`src/rtl/tx_stream_arbiter_pkg.sv`:
```
// Shared definitions for the UART transmit stream arbiter.
package tx_stream_arbiter_pkg;

  // State encoding doubles as the one-hot grant vector (IDLE=00, OWN0=01, OWN1=10).
  typedef enum logic [1:0] {
    ST_IDLE = 2'b00,
    ST_OWN0 = 2'b01,
    ST_OWN1 = 2'b10
  } arb_state_e;

  localparam int REQ_KB  = 0;
  localparam int REQ_RSP = 1;

  // 10 ms of idle time at 12 MHz before a locked grant is forced open.
  localparam int LOCK_TIMEOUT_12MHZ = 120000;

  function automatic arb_state_e own_state(input logic req);
    return (req == 1'(REQ_RSP)) ? ST_OWN1 : ST_OWN0;
  endfunction

endpackage

```
`src/rtl/tx_stream_arbiter_if.sv`:
```
// Stream signals of the arbiter: two byte sources in, one UART stream out.
interface tx_stream_arbiter_if #(
  parameter int DATA_W = 8
);
  logic              i_kb_valid;
  logic [DATA_W-1:0] i_kb_data;
  logic              i_kb_last;
  logic              o_kb_ready;

  logic              i_rsp_valid;
  logic [DATA_W-1:0] i_rsp_data;
  logic              i_rsp_last;
  logic              o_rsp_ready;

  logic              o_valid;
  logic [DATA_W-1:0] o_data;
  logic              i_ready;

  logic [1:0]        o_grant;
  logic              o_timeout;

  modport slave (
    input  i_kb_valid, i_kb_data, i_kb_last,
    input  i_rsp_valid, i_rsp_data, i_rsp_last,
    input  i_ready,
    output o_kb_ready, o_rsp_ready,
    output o_valid, o_data, o_grant, o_timeout
  );

  modport master (
    output i_kb_valid, i_kb_data, i_kb_last,
    output i_rsp_valid, i_rsp_data, i_rsp_last,
    output i_ready,
    input  o_kb_ready, o_rsp_ready,
    input  o_valid, o_data, o_grant, o_timeout
  );
endinterface

```
`src/rtl/tx_stream_arbiter_axis_out_reg.sv`:
```
// Single-entry stream holding register; reusable output stage for stream muxes.
module axis_out_reg #(
  parameter int DATA_W = 8
) (
  input  logic              i_clk,
  input  logic              i_rst,
  input  logic              i_load,
  input  logic [DATA_W-1:0] i_data,
  input  logic              i_ready,
  output logic              o_valid,
  output logic [DATA_W-1:0] o_data,
  output logic              o_slot_free
);

  logic              valid_q, valid_d;
  logic [DATA_W-1:0] data_q, data_d;

  // Slot is free when empty or being drained this cycle; a load refills it in the same cycle.
  always_comb begin
    o_slot_free = !valid_q || i_ready;
    valid_d     = valid_q;
    data_d      = data_q;
    if (i_load) begin
      valid_d = 1'b1;
      data_d  = i_data;
    end else if (i_ready) begin
      valid_d = 1'b0;
    end
  end

  // Holding register; reset discards any pending byte.
  always_ff @(posedge i_clk) begin
    if (i_rst) begin
      valid_q <= 1'b0;
      data_q  <= '0;
    end else begin
      valid_q <= valid_d;
      data_q  <= data_d;
    end
  end

  assign o_valid = valid_q;
  assign o_data  = data_q;

endmodule

```
`src/rtl/tx_stream_arbiter.sv`:
```
// Round-robin arbiter sharing the UART transmit stream between the keyboard
// translator (req0) and the terminal response source (req1). A grant is held
// for a whole sequence (until last) or until the idle timeout fires.
//
// state   | meaning
// --------+---------------------------------------------------
// ST_IDLE | no owner, readies low, picks next owner
// ST_OWN0 | keyboard translator owns the channel
// ST_OWN1 | response source owns the channel
module tx_stream_arbiter
  import tx_stream_arbiter_pkg::*;
#(
  parameter int LOCK_TIMEOUT = LOCK_TIMEOUT_12MHZ,
  parameter int DATA_W       = 8
) (
  input  logic                i_clk,
  input  logic                i_rst,
  tx_stream_arbiter_if.slave  bus
);

  localparam int CNT_W = $clog2(LOCK_TIMEOUT + 1);
  // Releasing on the idle cycle that brings the count to LOCK_TIMEOUT-1 puts
  // the o_timeout pulse exactly LOCK_TIMEOUT cycles after the last accept.
  localparam logic [CNT_W-1:0] CNT_HIT = CNT_W'(LOCK_TIMEOUT - 2);
  localparam logic [CNT_W-1:0] CNT_MAX = CNT_W'(LOCK_TIMEOUT);

  arb_state_e        state_q, state_d;
  logic              ptr_q, ptr_d;
  logic [CNT_W-1:0]  cnt_q, cnt_d;
  logic              timeout_q, timeout_d;

  logic              slot_free;
  logic              kb_acc, rsp_acc, acc, acc_last;
  logic [DATA_W-1:0] acc_data;

  // Accept strobes and the byte being loaded into the output register.
  always_comb begin
    kb_acc   = (state_q == ST_OWN0) && bus.i_kb_valid  && slot_free;
    rsp_acc  = (state_q == ST_OWN1) && bus.i_rsp_valid && slot_free;
    acc      = kb_acc || rsp_acc;
    acc_data = rsp_acc ? bus.i_rsp_data : bus.i_kb_data;
    acc_last = rsp_acc ? bus.i_rsp_last : bus.i_kb_last;
  end

  // Next-state, priority pointer and idle counter.
  always_comb begin
    state_d   = state_q;
    ptr_d     = ptr_q;
    cnt_d     = cnt_q;
    timeout_d = 1'b0;
    unique case (state_q)
      ST_IDLE: begin
        cnt_d = '0;
        if (bus.i_kb_valid && bus.i_rsp_valid) state_d = own_state(ptr_q);
        else if (bus.i_kb_valid)               state_d = ST_OWN0;
        else if (bus.i_rsp_valid)              state_d = ST_OWN1;
      end
      ST_OWN0, ST_OWN1: begin
        if (acc) begin
          cnt_d = '0;
          if (acc_last) begin
            state_d = ST_IDLE;
            ptr_d   = (state_q == ST_OWN0);
          end
        end else if (cnt_q == CNT_HIT) begin
          state_d   = ST_IDLE;
          ptr_d     = (state_q == ST_OWN0);
          cnt_d     = '0;
          timeout_d = 1'b1;
        end else if (cnt_q != CNT_MAX) begin
          cnt_d = cnt_q + 1'b1;
        end
      end
      default: state_d = ST_IDLE;
    endcase
  end

  // Arbitration state register; priority restarts at the keyboard source.
  always_ff @(posedge i_clk) begin
    if (i_rst) begin
      state_q   <= ST_IDLE;
      ptr_q     <= 1'(REQ_KB);
      cnt_q     <= '0;
      timeout_q <= 1'b0;
    end else begin
      state_q   <= state_d;
      ptr_q     <= ptr_d;
      cnt_q     <= cnt_d;
      timeout_q <= timeout_d;
    end
  end

  axis_out_reg #(.DATA_W(DATA_W)) u_out_reg (
    .i_clk       (i_clk),
    .i_rst       (i_rst),
    .i_load      (acc),
    .i_data      (acc_data),
    .i_ready     (bus.i_ready),
    .o_valid     (bus.o_valid),
    .o_data      (bus.o_data),
    .o_slot_free (slot_free)
  );

  assign bus.o_kb_ready  = (state_q == ST_OWN0) && slot_free;
  assign bus.o_rsp_ready = (state_q == ST_OWN1) && slot_free;
  assign bus.o_grant     = state_q;
  assign bus.o_timeout   = timeout_q;

endmodule

```
`src/flat_wrapper.sv`:
```
// flat-port wrapper written by rule: the top's interface ports become plain ports
module tx_stream_arbiter_flat import tx_stream_arbiter_pkg::*;
#(
  parameter int LOCK_TIMEOUT = LOCK_TIMEOUT_12MHZ,
  parameter int DATA_W       = 8
)
  (i_clk, i_rst, bus_i_kb_valid, bus_i_kb_data, bus_i_kb_last, bus_i_rsp_valid, bus_i_rsp_data, bus_i_rsp_last, bus_i_ready, bus_o_kb_ready, bus_o_rsp_ready, bus_o_valid, bus_o_data, bus_o_grant, bus_o_timeout);
  tx_stream_arbiter_if #(.DATA_W(DATA_W)) bus_i ();
  input  logic i_clk;
  input  logic i_rst;
  input wire logic [$bits(bus_i.i_kb_valid)-1:0] bus_i_kb_valid;
  input wire logic [$bits(bus_i.i_kb_data)-1:0] bus_i_kb_data;
  input wire logic [$bits(bus_i.i_kb_last)-1:0] bus_i_kb_last;
  input wire logic [$bits(bus_i.i_rsp_valid)-1:0] bus_i_rsp_valid;
  input wire logic [$bits(bus_i.i_rsp_data)-1:0] bus_i_rsp_data;
  input wire logic [$bits(bus_i.i_rsp_last)-1:0] bus_i_rsp_last;
  input wire logic [$bits(bus_i.i_ready)-1:0] bus_i_ready;
  output wire logic [$bits(bus_i.o_kb_ready)-1:0] bus_o_kb_ready;
  output wire logic [$bits(bus_i.o_rsp_ready)-1:0] bus_o_rsp_ready;
  output wire logic [$bits(bus_i.o_valid)-1:0] bus_o_valid;
  output wire logic [$bits(bus_i.o_data)-1:0] bus_o_data;
  output wire logic [$bits(bus_i.o_grant)-1:0] bus_o_grant;
  output wire logic [$bits(bus_i.o_timeout)-1:0] bus_o_timeout;
  assign bus_i.i_kb_valid = bus_i_kb_valid;
  assign bus_i.i_kb_data = bus_i_kb_data;
  assign bus_i.i_kb_last = bus_i_kb_last;
  assign bus_i.i_rsp_valid = bus_i_rsp_valid;
  assign bus_i.i_rsp_data = bus_i_rsp_data;
  assign bus_i.i_rsp_last = bus_i_rsp_last;
  assign bus_i.i_ready = bus_i_ready;
  assign bus_o_kb_ready = bus_i.o_kb_ready;
  assign bus_o_rsp_ready = bus_i.o_rsp_ready;
  assign bus_o_valid = bus_i.o_valid;
  assign bus_o_data = bus_i.o_data;
  assign bus_o_grant = bus_i.o_grant;
  assign bus_o_timeout = bus_i.o_timeout;
  tx_stream_arbiter #(.LOCK_TIMEOUT(LOCK_TIMEOUT), .DATA_W(DATA_W)) u_core (.i_clk(i_clk), .i_rst(i_rst), .bus(bus_i));
endmodule
```
`config.mk`:
```
export PLATFORM = sky130hd
export DESIGN_NAME = tx_stream_arbiter_flat
export DESIGN_NICKNAME = d
export VERILOG_FILES = /design/src/rtl/tx_stream_arbiter_pkg.sv /design/src/rtl/tx_stream_arbiter_if.sv /design/src/rtl/tx_stream_arbiter_axis_out_reg.sv /design/src/rtl/tx_stream_arbiter.sv /design/src/flat_wrapper.sv
export SDC_FILE = /design/constraint.sdc
export NUM_CORES = 1
export LEC_CHECK = 0
export BUFFER_PORTS_ARGS = -buffer_cell sky130_fd_sc_hd__buf_2
export CAP_MARGIN = 10
export CORE_MARGIN = 2
export CORE_UTILIZATION = 45
export DETAILED_ROUTE_END_ITERATION = 12
export PLACE_DENSITY = 0.77
export SYNTH_ARGS = -nofsm -noshare
export SYNTH_HDL_FRONTEND = slang
export SYNTH_SLANG_ARGS = --single-unit
```
`constraint.sdc`:
```
create_clock -name i_clk -period 3.5 [get_ports i_clk]
set_input_delay 0.35 -clock i_clk [delete_from_list [all_inputs] [get_ports i_clk]]
set_output_delay 0.35 -clock i_clk [all_outputs]
set_load 0.02 [all_outputs]
```
* Word level (Yosys, flattened, before mapping) *
Index checks and enable logic that the tools add are counted.

storage, ports and cells
  register bits = 30
  input bits = 23
  word-level logic and storage cells = 56

operators by class
  $add $sub $neg = 1
  eq/ne operators = 9
  muxes and demuxes = 20
  bitwise logic cells = 1
  reductions and logical operators = 19

operators by type and width
  kind                     number
  $mux W17                 3
  $pmux W17 S2             1
  $add A17 B1 Y17 const B  1
  $eq A17 B17 Y1 const B   1
  $ne A17 B17 Y1 const B   1
  $mux W2                  7
  $mux W8                  1
  $logic_and A1 B1 Y1      7
  $mux W1                  7
  $reduce_and A3 Y1        2
  $reduce_bool A2 Y1       3
  $ne A4 B1 Y1 const B     1
  $ne A4 B3 Y1 const B     1
  $pmux W2 S2              1
  $ne A3 B1 Y1 const B     1
  $ne A3 B3 Y1 const B     1
  $reduce_or A3 Y1         1
  $eq A2 B1 Y1 const B     1
  $eq A2 B2 Y1 const B     1
  $logic_not A2 Y1         1
  $logic_or A1 B1 Y1       2
  $ne A2 B2 Y1 const B     1
  $reduce_and A2 Y1        1
  $reduce_or A2 Y1         1
  other kinds (2)          2

* Longest topological paths before layout *
  depth in word-level cells = 7
  mapped depth = 8
  mapped depth without buffers = 7

* Hierarchy *
A second synthesis with hierarchy kept.

unflattened totals
  cell total of the unflattened synthesis = 198
  area, all modules = 1,702.9 um2

modules (own cells, without submodules)
  module             times used  cells an instance  area each (um2)
  tx_stream_arbiter  1           168                1,381.3
  axis_out_reg       1           30                 321.6

* Worst setup path before layout *
OpenSTA, ideal clock, no wires.

  path kind = register -> register
  start point = register u_core.state_q[0] (netlist: u_core.bus.o_grant[0])
  end point = register u_core.state_q[0] (netlist: u_core.bus.o_grant[0])
  library setup time = 0.087 ns
  arrival time = 2.126 ns
  required time = 3.413 ns
  path slack = 1.287 ns
  stages on the path, launching flop included = 8
  path through = dfxtp_1 -> inv_1 -> ha_1 -> a22oi_1 -> nor2_1 -> a32o_1 -> or4_1 -> o31ai_1

on the way
  longest elaborated chain between the ends = 6
  elaborated cells between the ends (all ways) = 16

ends and longest elaborated chain
  what                                                                      line                                                                       text
  start: declaration                                                        tx_stream_arbiter.sv:27                                                    arb_state_e state_q, state_d;
  start signal: assignment                                                  tx_stream_arbiter.sv:86                                                    state_q <= state_d;
  $eq A2 B2 Y1 / $eq A2 B1 Y1 (equally long branches)                       tx_stream_arbiter.sv:39, tx_stream_arbiter.sv:51, tx_stream_arbiter.sv:38
  $logic_and A1 B1 Y1, on equally long branches (2 in a row)                tx_stream_arbiter.sv:39, tx_stream_arbiter.sv:38
  $mux W1 / $logic_or A1 B1 Y1 (equally long branches)                      tx_stream_arbiter.sv:42, tx_stream_arbiter.sv:40
  $ne A3 B3 Y1 (no source line), or another cell as far along               --
  $reduce_and A3 Y1 (no source line) / $pmux W2 S2 (equally long branches)  --

Parallel ways exist; a longest one is shown, timed or not.
A chain may end at the register's enable or synchronous reset.

* Worst setup path in the final report *
Ends and elaborated chain as after synthesis.

==> results.toml <==
[place]
port_buffers = 36
place.gp.congestion = 0.866
place_inst = 283
dp_hpwl_mm = 2.77
dp_slack_ns = 1.04
place_area_um2 = 1920

[power]
leakagePower_nw = 0.732
power-per-cell-area_nw_per_um2 = 629
finalPower_mw = 1.26
ir_worst_vdd_uv = 352

[synth]
ys.flop_type = "dfxtp_1"
yosys.area.top_type = "dfxtp_1"
synthTopCellsByArea = "dfxtp_1 35%, nand3_1 6.4%, mux2i_1 5.9%"
syn-num-nets = 237
synth.top_cells.by_count = "30 x dfxtp_1, 22 x nand2_1, 22 x nand3_1"
ys_seq_area_frac = 0.351
synth_area_per_cell_um2 = 8.26
synth.distinct_cells = 44
synth-seq-cells = 30
syn_area_um2 = 1710
netlist.area_leader.share = 0.351
synth_edf_count = 0
yosys_warnings = 0
synthArstFlopShare = 0
yosysMostFrequentCell = "dfxtp_1"
syn-instance-count = 207

[sta]
max_freq_mhz = 406
hold-worst-slack_ns = 0.406
clock_skew_ns = 0.00462
period_share = 0.703
finalSetupTns_ns = 0
period_needed_ns = 2.46
rsz0062_at_grt = "no"
hold_viol_final = 0
worst_slew_pin_slew_ns = 1.04
setup_slack_ns = 1.04
slew_headroom = 0.302
maxSlewViolCount = 0
finalSetupViolCount = 0

[setup_path]
path_class = "flip-flop to flip-flop"
crit_required_ns = 3.68
crit_cells = 7
crit_path_top_delay_cell = "or4_1"
cp_max_fo = 19
cp_top_family = "simple AND/OR/NAND/NOR gates"
path_buf_inv = 1
reg2reg_depth = 7
slowest_delay_ns = 0.51
path_cells = "inv_1 > ha_1 > a22oi_1 > nor2_1 > a32o_1 > or4_1 > o31ai_1"
cp.arrival_ns = 2.64
end_kind = "flip-flop"
start_kind = "flip-flop"

[clock_network]
cts.sinks = 30
root_buffer = "clkbuf_8"
cts_max_path_buffers = 2
insertion_delay_ns = 0.28
cts.repair.resized = 0
tritoncts = "done"
cts-buffers-inserted = 5
holdBufCountCts = 0
cts_setup_buffers = 0
htreeDepth = 2
clkTransAtPathRegs_ns = 0.06

[grt]
antenna_found_initial = 0
grt_pass1_wl_mm = 6.27
grt_use_total = 0.187
grt_overflow = 0
grt_max_degree = 23
grt_pass1_vias = 1468

[floorplanning]
dieWidth_um = 65.7
placementRows = 22
io_pins = 37
core_um2 = 3660
fp.dieH_um = 65.7
start_util = 0.467
die_area_um2 = 4310

[drt]
dr.pass1.iters = 4
drt_iter0_markers = 157
antenna_left = 0
wirelength_mm = 3.77
num_vias = 1615
drc_errors = 0
viasPerCell = 5.55
wl_per_cell_um = 13.0

[cells_and_area]
finalNonFillerCells = 291
nets = 272
multi_input_area_um2 = 1030
synthToLayoutAreaGrowth_pct = 17.6
regArea_um2 = 601
nFillCells = 340
final_util = 0.550
n_antenna_cell = 0
drive_above_1_share = 0.206
final_cell_area_um2 = 2010

[job]
maxCapViolCount = 0

[outcome]
status = "completed"

[hold_path]
hp-class = "input port to flip-flop"
hold_depth = 3
## metal layers
layer	share of wire	vias up	GRT usage
li1	-	845	-
met1	0.47	743	0.226
met2	0.49	22	0.319
met3	0.029	5	0.0411
met4	0.014	0	0.0755
met5	0	-	0
## path summary, 6_finish.rpt
kind | from | end | slack [ns]
setup / recovery | u_core.bus.o_grant[0] | u_core.bus.o_grant[0] | 1.04
hold / removal | bus_i_kb_data[2] | u_core.u_out_reg.o_data[2] | 0.41
setup reg to reg | u_core.bus.o_grant[0] | u_core.bus.o_grant[0] | 1.04
hold reg to reg | u_core.u_out_reg.o_data[3] | u_core.u_out_reg.o_data[3] | 0.50
## area by class of cell
cell class                      instances  share of cell area
Sequential cell                        30               0.299
Multi-Input combinational cell        158               0.514
Inverter                               10              0.0187
Timing Repair Buffer                   37              0.0933
Clock inverter                          1             0.00249
Clock buffer                            7              0.0429
Tap cell                               48              0.0299
## logic make-up (layout without fill, tap and decap cells)
kind of cell    count (synthesis)  after routing  share of synthesized area
simple gates                   91             91                      0.282
buf+inv                        19             55                     0.0439
xor+xnor                        1              1                    0.00512
mux                            10             10                     0.0585
flops                          30             30                      0.351
compound gates                 49             49                      0.208
fa+ha+maj                       7              7                     0.0512
## worst reg2reg max path, cell delays in order (launching register included)
cell,delay [ns]
dfxtp_1,0.39
inv_1,0.10
ha_1,0.23
a22oi_1,0.34
nor2_1,0.33
a32o_1,0.38
or4_1,0.51
o31ai_1,0.09
## flip-flops by register name, indices dropped and copies added (netlist names)
name	count
u_core.cnt_q	17
u_core.bus.o_timeout	1
u_core.bus.o_grant	2
u_core.u_out_reg.o_valid	1
u_core.u_out_reg.o_data	8
u_core.ptr_q	1
## cells in the final DEF (no fill, tap or decap), types with 2 or more instances in the layout
cell type  Yosys  final
o31ai_1        4      4
nand3_1       22     22
inv_1         10     10
o311ai_1       5      5
nand2_1       22     22
nand2b_1       3      3
nor3_1         5      5
mux2i_1       10     10
and2_1         2      2
a21oi_1        6      6
o21ai_0        5      5
buf_2          0     36
o21a_1         2      2
a31oi_1        5      5
nor2_1        16     16
or4_1          4      4
dfxtp_1       30     30
clkbuf_8       0      6
and3_1         3      3
a22oi_1        6      6
nor2b_1        2      2
nor4_1         2      2
ha_1           7      7
a211oi_1       8      8
## power breakdown
group          internal, mW  leakage, nW  switching [mW]
clock                 0.158       0.0482           0.126
combinational         0.191        0.440           0.348
sequential            0.400        0.243          0.0411
Power figures use the tool's default switching activity.
